**config.mk**
```make
export PLATFORM = sky130hd
export DESIGN_NAME = pipe_stage_reg
export DESIGN_NICKNAME = d
export VERILOG_FILES = /design/src/rtl/pipe_pkg.sv /design/src/rtl/pipe_sat_counter.sv /design/src/rtl/pipe_stage_reg.sv
export SDC_FILE = /design/constraint.sdc
export NUM_CORES = 1
export LEC_CHECK = 0
export ABC_CLOCK_PERIOD_IN_PS = 10100
export CAP_MARGIN = 20
export CORE_MARGIN = 5
export CORE_UTILIZATION = 45
export CTS_BUF_LIST = sky130_fd_sc_hd__clkbuf_16
export DETAILED_ROUTE_END_ITERATION = 7
export HOLD_SLACK_MARGIN = 0.15
export PLACE_DENSITY = 0.82
export SLEW_MARGIN = 20
export SYNTH_ARGS = -nofsm -noshare
export SYNTH_HDL_FRONTEND = slang
export SYNTH_HIERARCHICAL = 1
export SYNTH_SLANG_ARGS = --single-unit
```
**constraint.sdc**
```tcl
create_clock -name clk_i -period 10.1 [get_ports clk_i]
set_input_delay 1.515 -clock clk_i [delete_from_list [all_inputs] [get_ports clk_i]]
set_output_delay 1.515 -clock clk_i [all_outputs]
set_load 0.02 [all_outputs]
```
**src/rtl/pipe_pkg.sv**
```systemverilog
// Shared definitions for the pipeline stage register: occupancy encoding,
// lane/control bit positions and default widths.
package pipe_pkg;

  localparam int unsigned DATA_W_DEF    = 32;
  localparam int unsigned NUM_LANES_DEF = 5;
  localparam int unsigned CTRL_W_DEF    = 8;
  localparam int unsigned CNT_W_DEF     = 16;

  typedef enum logic [1:0] {
    OCC_EMPTY = 2'd0,
    OCC_ONE   = 2'd1,
    OCC_FULL  = 2'd2
  } occ_e;

  localparam int unsigned LANE_RS   = 0;
  localparam int unsigned LANE_RT   = 1;
  localparam int unsigned LANE_IMM  = 2;
  localparam int unsigned LANE_INST = 3;
  localparam int unsigned LANE_PC   = 4;

  localparam int unsigned CTRL_REGDST   = 0;
  localparam int unsigned CTRL_ALUOP_LO = 1;
  localparam int unsigned CTRL_ALUOP_HI = 2;
  localparam int unsigned CTRL_ALUSRC   = 3;
  localparam int unsigned CTRL_REGWRITE = 4;
  localparam int unsigned CTRL_MEMTOREG = 5;
  localparam int unsigned CTRL_MEMWRITE = 6;

endpackage

```
**src/rtl/pipe_sat_counter.sv**
```systemverilog
// Saturating up-counter used for the stage's stall/bubble statistics.
module pipe_sat_counter #(
  parameter int unsigned CNT_W = 16
) (
  input  logic             clk_i,
  input  logic             rst_i,
  input  logic             inc_i,
  output logic [CNT_W-1:0] cnt_o
);

  logic [CNT_W-1:0] cnt_q;

  always_ff @(posedge clk_i or posedge rst_i) begin
    if (rst_i) begin
      cnt_q <= '0;
    end else if (inc_i && (cnt_q != '1)) begin
      cnt_q <= cnt_q + {{(CNT_W-1){1'b0}}, 1'b1};
    end
  end

  assign cnt_o = cnt_q;

endmodule

```
**src/rtl/pipe_stage_reg.sv**
```systemverilog
// Pipeline stage register with valid/ready handshake and 2-entry skid buffer.
// Optional stall/bubble counters when PIPE_STAGE_PERF_EN is defined.
module pipe_stage_reg
  import pipe_pkg::*;
#(
  parameter int unsigned DATA_W    = DATA_W_DEF,
  parameter int unsigned NUM_LANES = NUM_LANES_DEF,
  parameter int unsigned CTRL_W    = CTRL_W_DEF,
  parameter int unsigned CNT_W     = CNT_W_DEF
) (
  input  logic                          clk_i,
  input  logic                          rst_i,
  input  logic                          in_valid_i,
  output logic                          in_ready_o,
  input  logic [NUM_LANES*DATA_W-1:0]   in_data_i,
  input  logic [CTRL_W-1:0]             in_ctrl_i,
  input  logic                          flush_i,
  output logic                          out_valid_o,
  input  logic                          out_ready_i,
  output logic [NUM_LANES*DATA_W-1:0]   out_data_o,
  output logic [CTRL_W-1:0]             out_ctrl_o,
  output logic [1:0]                    occupancy_o
`ifdef PIPE_STAGE_PERF_EN
  ,
  output logic [CNT_W-1:0]              stall_cnt_o,
  output logic [CNT_W-1:0]              bubble_cnt_o
`endif
);

  localparam int unsigned PAY_W = NUM_LANES * DATA_W;

  occ_e              occ_q, occ_d;
  logic [PAY_W-1:0]  main_data_q, main_data_d;
  logic [CTRL_W-1:0] main_ctrl_q, main_ctrl_d;
  logic [PAY_W-1:0]  skid_data_q, skid_data_d;
  logic [CTRL_W-1:0] skid_ctrl_q, skid_ctrl_d;
  logic              valid_q, valid_d;
  logic              ready_q, ready_d;
  logic              push, pop;

  assign push = in_valid_i & ready_q;
  assign pop  = valid_q & out_ready_i;

  always_comb begin
    occ_d       = occ_q;
    main_data_d = main_data_q;
    main_ctrl_d = main_ctrl_q;
    skid_data_d = skid_data_q;
    skid_ctrl_d = skid_ctrl_q;
    unique case (occ_q)
      OCC_EMPTY: begin
        if (push) begin
          occ_d       = OCC_ONE;
          main_data_d = in_data_i;
          main_ctrl_d = in_ctrl_i;
        end
      end
      OCC_ONE: begin
        if (push && pop) begin
          main_data_d = in_data_i;
          main_ctrl_d = in_ctrl_i;
        end else if (push) begin
          occ_d       = OCC_FULL;
          skid_data_d = in_data_i;
          skid_ctrl_d = in_ctrl_i;
        end else if (pop) begin
          occ_d       = OCC_EMPTY;
          main_ctrl_d = '0;
        end
      end
      OCC_FULL: begin
        if (pop) begin
          occ_d       = OCC_ONE;
          main_data_d = skid_data_q;
          main_ctrl_d = skid_ctrl_q;
        end
      end
      default: begin
        occ_d       = OCC_EMPTY;
        main_ctrl_d = '0;
      end
    endcase
    // Flush overrides any push/pop decided above; the offered input is dropped.
    if (flush_i) begin
      occ_d       = OCC_EMPTY;
      main_ctrl_d = '0;
    end
    valid_d = (occ_d != OCC_EMPTY);
    ready_d = (occ_d != OCC_FULL);
  end

  always_ff @(posedge clk_i or posedge rst_i) begin
    if (rst_i) begin
      occ_q       <= OCC_EMPTY;
      main_data_q <= '0;
      main_ctrl_q <= '0;
      skid_data_q <= '0;
      skid_ctrl_q <= '0;
      valid_q     <= 1'b0;
      ready_q     <= 1'b1;
    end else begin
      occ_q       <= occ_d;
      main_data_q <= main_data_d;
      main_ctrl_q <= main_ctrl_d;
      skid_data_q <= skid_data_d;
      skid_ctrl_q <= skid_ctrl_d;
      valid_q     <= valid_d;
      ready_q     <= ready_d;
    end
  end

  assign in_ready_o  = ready_q;
  assign out_valid_o = valid_q;
  assign out_data_o  = main_data_q;
  assign out_ctrl_o  = main_ctrl_q;
  assign occupancy_o = occ_q;

`ifdef PIPE_STAGE_PERF_EN
  pipe_sat_counter #(.CNT_W(CNT_W)) u_stall_cnt (
    .clk_i (clk_i),
    .rst_i (rst_i),
    .inc_i (valid_q & ~out_ready_i),
    .cnt_o (stall_cnt_o)
  );

  pipe_sat_counter #(.CNT_W(CNT_W)) u_bubble_cnt (
    .clk_i (clk_i),
    .rst_i (rst_i),
    .inc_i (~valid_q & out_ready_i),
    .cnt_o (bubble_cnt_o)
  );
`endif

endmodule

```
==> flow_summary.toml, run 1 <==
[synth]
netlist_top_cells_area = "dfrtp_1 60%, mux2_2 13%, nand2_1 8.9%, a31oi_1 7.1%, nor2_1 4.3%"
syn_inst = 1315
ys_ff_latch = 340
ys_types = 29
ys_warn_count = 6
avgSynthCellArea_um2 = 10.8
synth_top_cell_by_area = "dfrtp_1"
ys.flop_type = "dfrtp_1"
ys_seq_area_frac = 0.600
synth_edf_count = 0
synth_commonest_cells = "339 x dfrtp_1, 338 x nand2_1, 168 x mux2_2, 163 x nor2_1, 160 x a31oi_1"
async_reset_ff_frac = 1.00
yosys.cell_count.top_type = "dfrtp_1"
synth_top_area_share = 0.598
syn_nets = 1488
syn_area_um2 = 14200

[sta]
slew_viol_final = 0
worst_pin_slew_ns = 1.09
max_freq_mhz = 238
min_period_over_period = 0.416
relSlewSlack = 0.275
finClkSkew_ns = 0.0112
hold_viol = 0
setup_viol = 0
period_needed_ns = 4.20
fin_setup_tns_ns = 0
rsz0062_at_grt = "false"

[critical_path]
max_stage_delay_ns = 0.91
worstSetupPathType = "input pin to flop"
crit_fanout = 109
crit_top_cell = "buf_4"
worstPathArrival_ns = 4.61
cp-end-kind = "flop"
critPathSlowestCell = "buf_4"
setup.worst_path.start_class = "input pin"
path_cells = "clkdlybuf4s50_1 > nand2_1 > o31ai_4 > buf_4 > buf_4 > nor2_1 > a31oi_1"
worst_ep_required_time_ns = 10.52

[place]
gp_congestion = 0.801
numPortBuffers = 344
dp.final_hpwl_mm = 23.6
dpl.cell_count = 1978
place_area_um2 = 17700

[routing]
post-route-drc-count = 0
drt_pass1_iterations = 5
wl_per_cell_um = 18.1
vias = 11000
wirelength_mm = 37.0
drt_iter0_markers = 759
ant_nets = 0
viasPerCell = 5.37

[clocking]
cts_root_buf = "clkbuf_16"
h-tree-depth = 2
cts_hold_buffers = 0
cts_resized = 0
postCtsSetupBuffers = 0
cts_made_buffers = 37
clkLatencyLatePin_ns = 0.50
cts.sinks = 340
path_clk_slew_ns = 0.06
cts_buffer_depth = 3
cts_tree = "done"

[die]
die_h_um = 188
initial_utilization = 0.453
die_w_um = 188
ios = 345
dieArea_um2 = 35200
core-area_um2 = 31300
rows = 65

[global_route]
antenna_found_initial = 6
grt.overflow.total = 0
grt_pass1_vias = 11100
grt_max_degree = 186
grt_pass1_wl_mm = 59.4
track_usage = 0.203

[worst_hold_path]
min_path_type = "flop to flop"

[layout]
final_cells = 2051
finalNetCount = 1789
fin_util = 0.605
drive_gt1_frac = 0.145
fillers = 2481
syn2layout_area_growth_pct = 33.5
seq_area_um2 = 8510
multi_input_area_um2 = 5170
stdcell_area_um2 = 18900

[pwr]
ir_drop_v = 0.000141
leakagePower_nw = 8.02
power_mw = 4.69
power.density_nw_per_um2 = 248

[status]
status = "finished clean"

[run]
cap_violations = 0
[path summary, 6_finish.rpt]
check	startpoint	to	slack, ns	depth (start not counted)
max in group asynchronous	rst_i	skid_data_q[153]$_DFFE_PP0P_	6.95	5
max	in_valid_i	out_data_o[63]$_DFFE_PP0P_	5.90	7
min reg2reg	skid_data_q[115]$_DFFE_PP0P_	skid_data_q[115]$_DFFE_PP0P_	0.50	1
min in group asynchronous	rst_i	skid_data_q[71]$_DFFE_PP0P_	1.60	3
min	skid_data_q[115]$_DFFE_PP0P_	skid_data_q[115]$_DFFE_PP0P_	0.50	1
max reg2reg	occupancy_o[1]$_DFF_PP0_	out_data_o[63]$_DFFE_PP0P_	6.69	6
[stage by stage]
| step | hold slack [ns] | setup slack (ns) |
|---|---|---|
| after detailed placement | 0.493 | 5.46 |
| after global placement | 0.486 | 5.50 |
| after floorplan | 0.479 | 4.04 |
| after global routing | 0.510 | 5.68 |
| after CTS | 0.506 | 5.95 |
| final | 0.504 | 5.90 |
[cell families after synthesis]
| logic type | Yosys count | synth area share |
|---|---|---|
| buf+inv | 96 | 0.0374 |
| simple gates | 508 | 0.136 |
| compound gates | 194 | 0.0866 |
| flops | 340 | 0.600 |
| mux | 177 | 0.140 |
[registers in the layout, indices dropped and copies added, names as in the netlist]
register     flops
skid_data_q    160
out_ctrl_o       8
out_data_o     160
occupancy_o      2
skid_ctrl_q      8
in_ready_o       1
out_valid_o      1
[cell usage in the layout (no fill, tap or decap), types with 2 or more instances in the layout]
master and n:
o22ai_1 8, nand2_1 338, clkbuf_16 39, clkdlybuf4s50_1 344
buf_4 9, diode_2 6, bufinv_16 2, inv_1 8
dfrtp_1 339, mux2_2 168, o21ai_0 8, clkinvlp_4 3
a21oi_1 11, nor2_1 163, clkinv_1 9, mux2i_1 9
nand4b_1 2, clkinv_2 6, a31oi_1 160
[power breakdown]
part	switching (mW)	internal, mW	total, mW
Sequential	0.252	1.82	2.08
Clock	0.531	0.748	1.28
Combinational	0.646	0.691	1.34
Total	1.43	3.26	4.69
[cell type report]
| cell class | instances | area share |
|---|---|---|
| timing repair buffer | 356 | 0.189 |
| clock inverter | 27 | 0.00919 |
| clock buffer | 39 | 0.0516 |
| multi-input combinational | 879 | 0.273 |
| sequential | 340 | 0.450 |
| tap | 402 | 0.0266 |
| inverter | 2 | 0.000595 |
| antenna | 6 | 0.000793 |
[layer usage]
metal	wire length [µm]	global-route usage	up-vias
met5	0	0	-
met3	2090	0.0419	90
met4	1700	0.0872	0
met1	15100	0.258	5482
met2	18200	0.340	344
li1	-	-	5092
[critical path, delay by kind of cell]
kind | cells | cell delay (ns)
compound gates | 2 | 0.49
buf+inv | 3 | 2.18
simple gates | 2 | 0.32
No activity file was read; power rests on OpenSTA's default activity.
==> inputs of run 2 (changes only) <==
Settings changed: ABC_CLOCK_PERIOD_IN_PS 10100 to 3800.
Clock period 10.1 ns to 3.8 ns, I/O delays scaled along.
==> flow_summary.toml, run 2 (same netlist as run 1, synthesis figures left out) <==
[critical_path]
cp-endpoint = "occupancy_o[0]"
startpoint = "occupancy_o[0]$_DFF_PP0_"
crit_family = "flip-flops"
worstSetupPathType = "flop to output pin"
reg2reg_to = "skid_data_q[44]$_DFFE_PP0P_"
setup.worst_path.start_class = "flop"
worst_ep_required_time_ns = 3.23
path_cells = "clkdlybuf4s50_1"
crit_buf_inv = 1
crit_cells = 1
worstPathArrival_ns = 1.99
rrSetupSlack_ns = 1.47
r2r_cells = 4
crit_fanout = 16
cp-end-kind = "output pin"
critPathSlowestCell = "dfrtp_1"
max_stage_delay_ns = 0.74
timing.rr.start = "occupancy_o[0]$_DFF_PP0_"

[pwr]
p_seq_frac = 0.441
power_mw = 12.5
comb_power_share = 0.285
ir_drop_v = 0.000386
p_int_mw = 8.69
clkPwrFrac = 0.274
p_switching_mw = 3.82
power.density_nw_per_um2 = 657
leakagePower_nw = 8.05
p_sw_frac = 0.306

[layout]
fin_util = 0.608
final_common_cell = "clkdlybuf4s50_1"
finalNetCount = 1794
fillers = 2457
drive_gt1_frac = 0.149
syn2layout_area_growth_pct = 34.2
final_cell_mix = "344 x clkdlybuf4s50_1, 339 x dfrtp_1, 338 x nand2_1"

[place]
dp.final_hpwl_mm = 24.3
numPortBuffers = 344
gp_congestion = 0.817

[sta]
worst_pin_slew_ns = 0.941
setup_viol = 0
relSlewSlack = 0.373
fin_setup_tns_ns = 0
rsz0062_at_grt = "false"
finClkSkew_ns = 0.0123
max_freq_mhz = 391
hold_viol = 0
slew_viol_final = 0
min_period_over_period = 0.673
period_needed_ns = 2.56
holdWs_ns = 0.503

[routing]
post-route-drc-count = 0
drt_iter0_markers = 809
ant_nets = 0
wl_per_cell_um = 18.1
vias = 11100
drt_pass1_iterations = 6
wirelength_mm = 37.1
viasPerCell = 5.42

[die]
ios = 345
initial_utilization = 0.453
rows = 65
dieArea_um2 = 35200
die_w_um = 188
core-area_um2 = 31300
die_h_um = 188

[clocking]
h-tree-depth = 2
path_clk_slew_ns = 0.06
clkLatencyLatePin_ns = 0.51
cts_resized = 0
cts_buffer_depth = 3
cts_tree = "done"
postCtsSetupBuffers = 0
cts_made_buffers = 36
cts_root_buf = "clkbuf_16"
cts_hold_buffers = 0
cts.sinks = 340

[global_route]
grt_pass1_wl_mm = 60.0
grt_pass1_vias = 11500
grt_max_degree = 162
antenna_found_initial = 1
track_usage = 0.205
grt.overflow.total = 0

[worst_hold_path]
min_path_type = "flop to flop"
whs_path_depth = 1

[status]
status = "finished clean"

[run]
cap_violations = 0
[run 2: cell count changes in the layout (fill, tap and decap cells not counted), moves of 2 or more]
cell and delta:
buf_12 +7, diode_2 -5, inv_6 +4, clkinv_2 -3, clkbuf_16 -2, inv_1 -2
[run 2: cell type report]
cell class,instances,area (µm²),share of cell area
timing repair buffer,362,3680,0.193
clock buffer,37,926,0.0487
sequential,340,8510,0.447
inverter,2,11.3,0.000592
clock inverter,28,224,0.0118
multi-input combinational,879,5170,0.272
antenna,1,2.50,0.000132
tap,402,503,0.0264
[run 2: how the worst min path moves through the flow]
stage	slack, ns	start	to
detailed placement	0.49	skid_data_q[64]$_DFFE_PP0P_	skid_data_q[64]$_DFFE_PP0P_
finish	0.50	skid_data_q[130]$_DFFE_PP0P_	skid_data_q[130]$_DFFE_PP0P_
CTS	0.51	rst_i	out_data_o[74]$_DFFE_PP0P_
floorplan	0.48	skid_ctrl_q[0]$_DFFE_PP0P_	skid_ctrl_q[0]$_DFFE_PP0P_
global placement	0.49	skid_data_q[54]$_DFFE_PP0P_	skid_data_q[54]$_DFFE_PP0P_
global route	0.51	skid_data_q[79]$_DFFE_PP0P_	skid_data_q[79]$_DFFE_PP0P_
[run 2: per-layer routing]
| metal | up-vias | share of wire | GRT usage |
|---|---|---|---|
| li1 | 5092 | - | - |
| met1 | 5534 | 0.40 | 0.257 |
| met2 | 376 | 0.49 | 0.346 |
| met3 | 114 | 0.053 | 0.0354 |
| met4 | 0 | 0.052 | 0.0977 |
| met5 | - | 0 | 0 |
[run 2: through the flow]
stage	setup slack, ns	instances	area [µm²]
after floorplan	-1.32	1315	14200
after global placement	0.972	1985	17900
after detailed placement	0.897	1985	17900
after CTS	1.24	2050	19000
after global routing	1.16	2051	19000
final	1.24	2051	19000
[run 2: power by group through the flow]
stage          registers [mW]  logic [mW]  clock network [mW]
6_report                 5.52        3.57                3.42
5_1_grt                  5.66        3.83                3.66
4_1_cts                  5.51        3.61                3.49
3_5_place_dp             5.56        3.59                   0
3_3_place_gp             5.49        3.48                   0
2_1_floorplan            5.97        1.55                   0
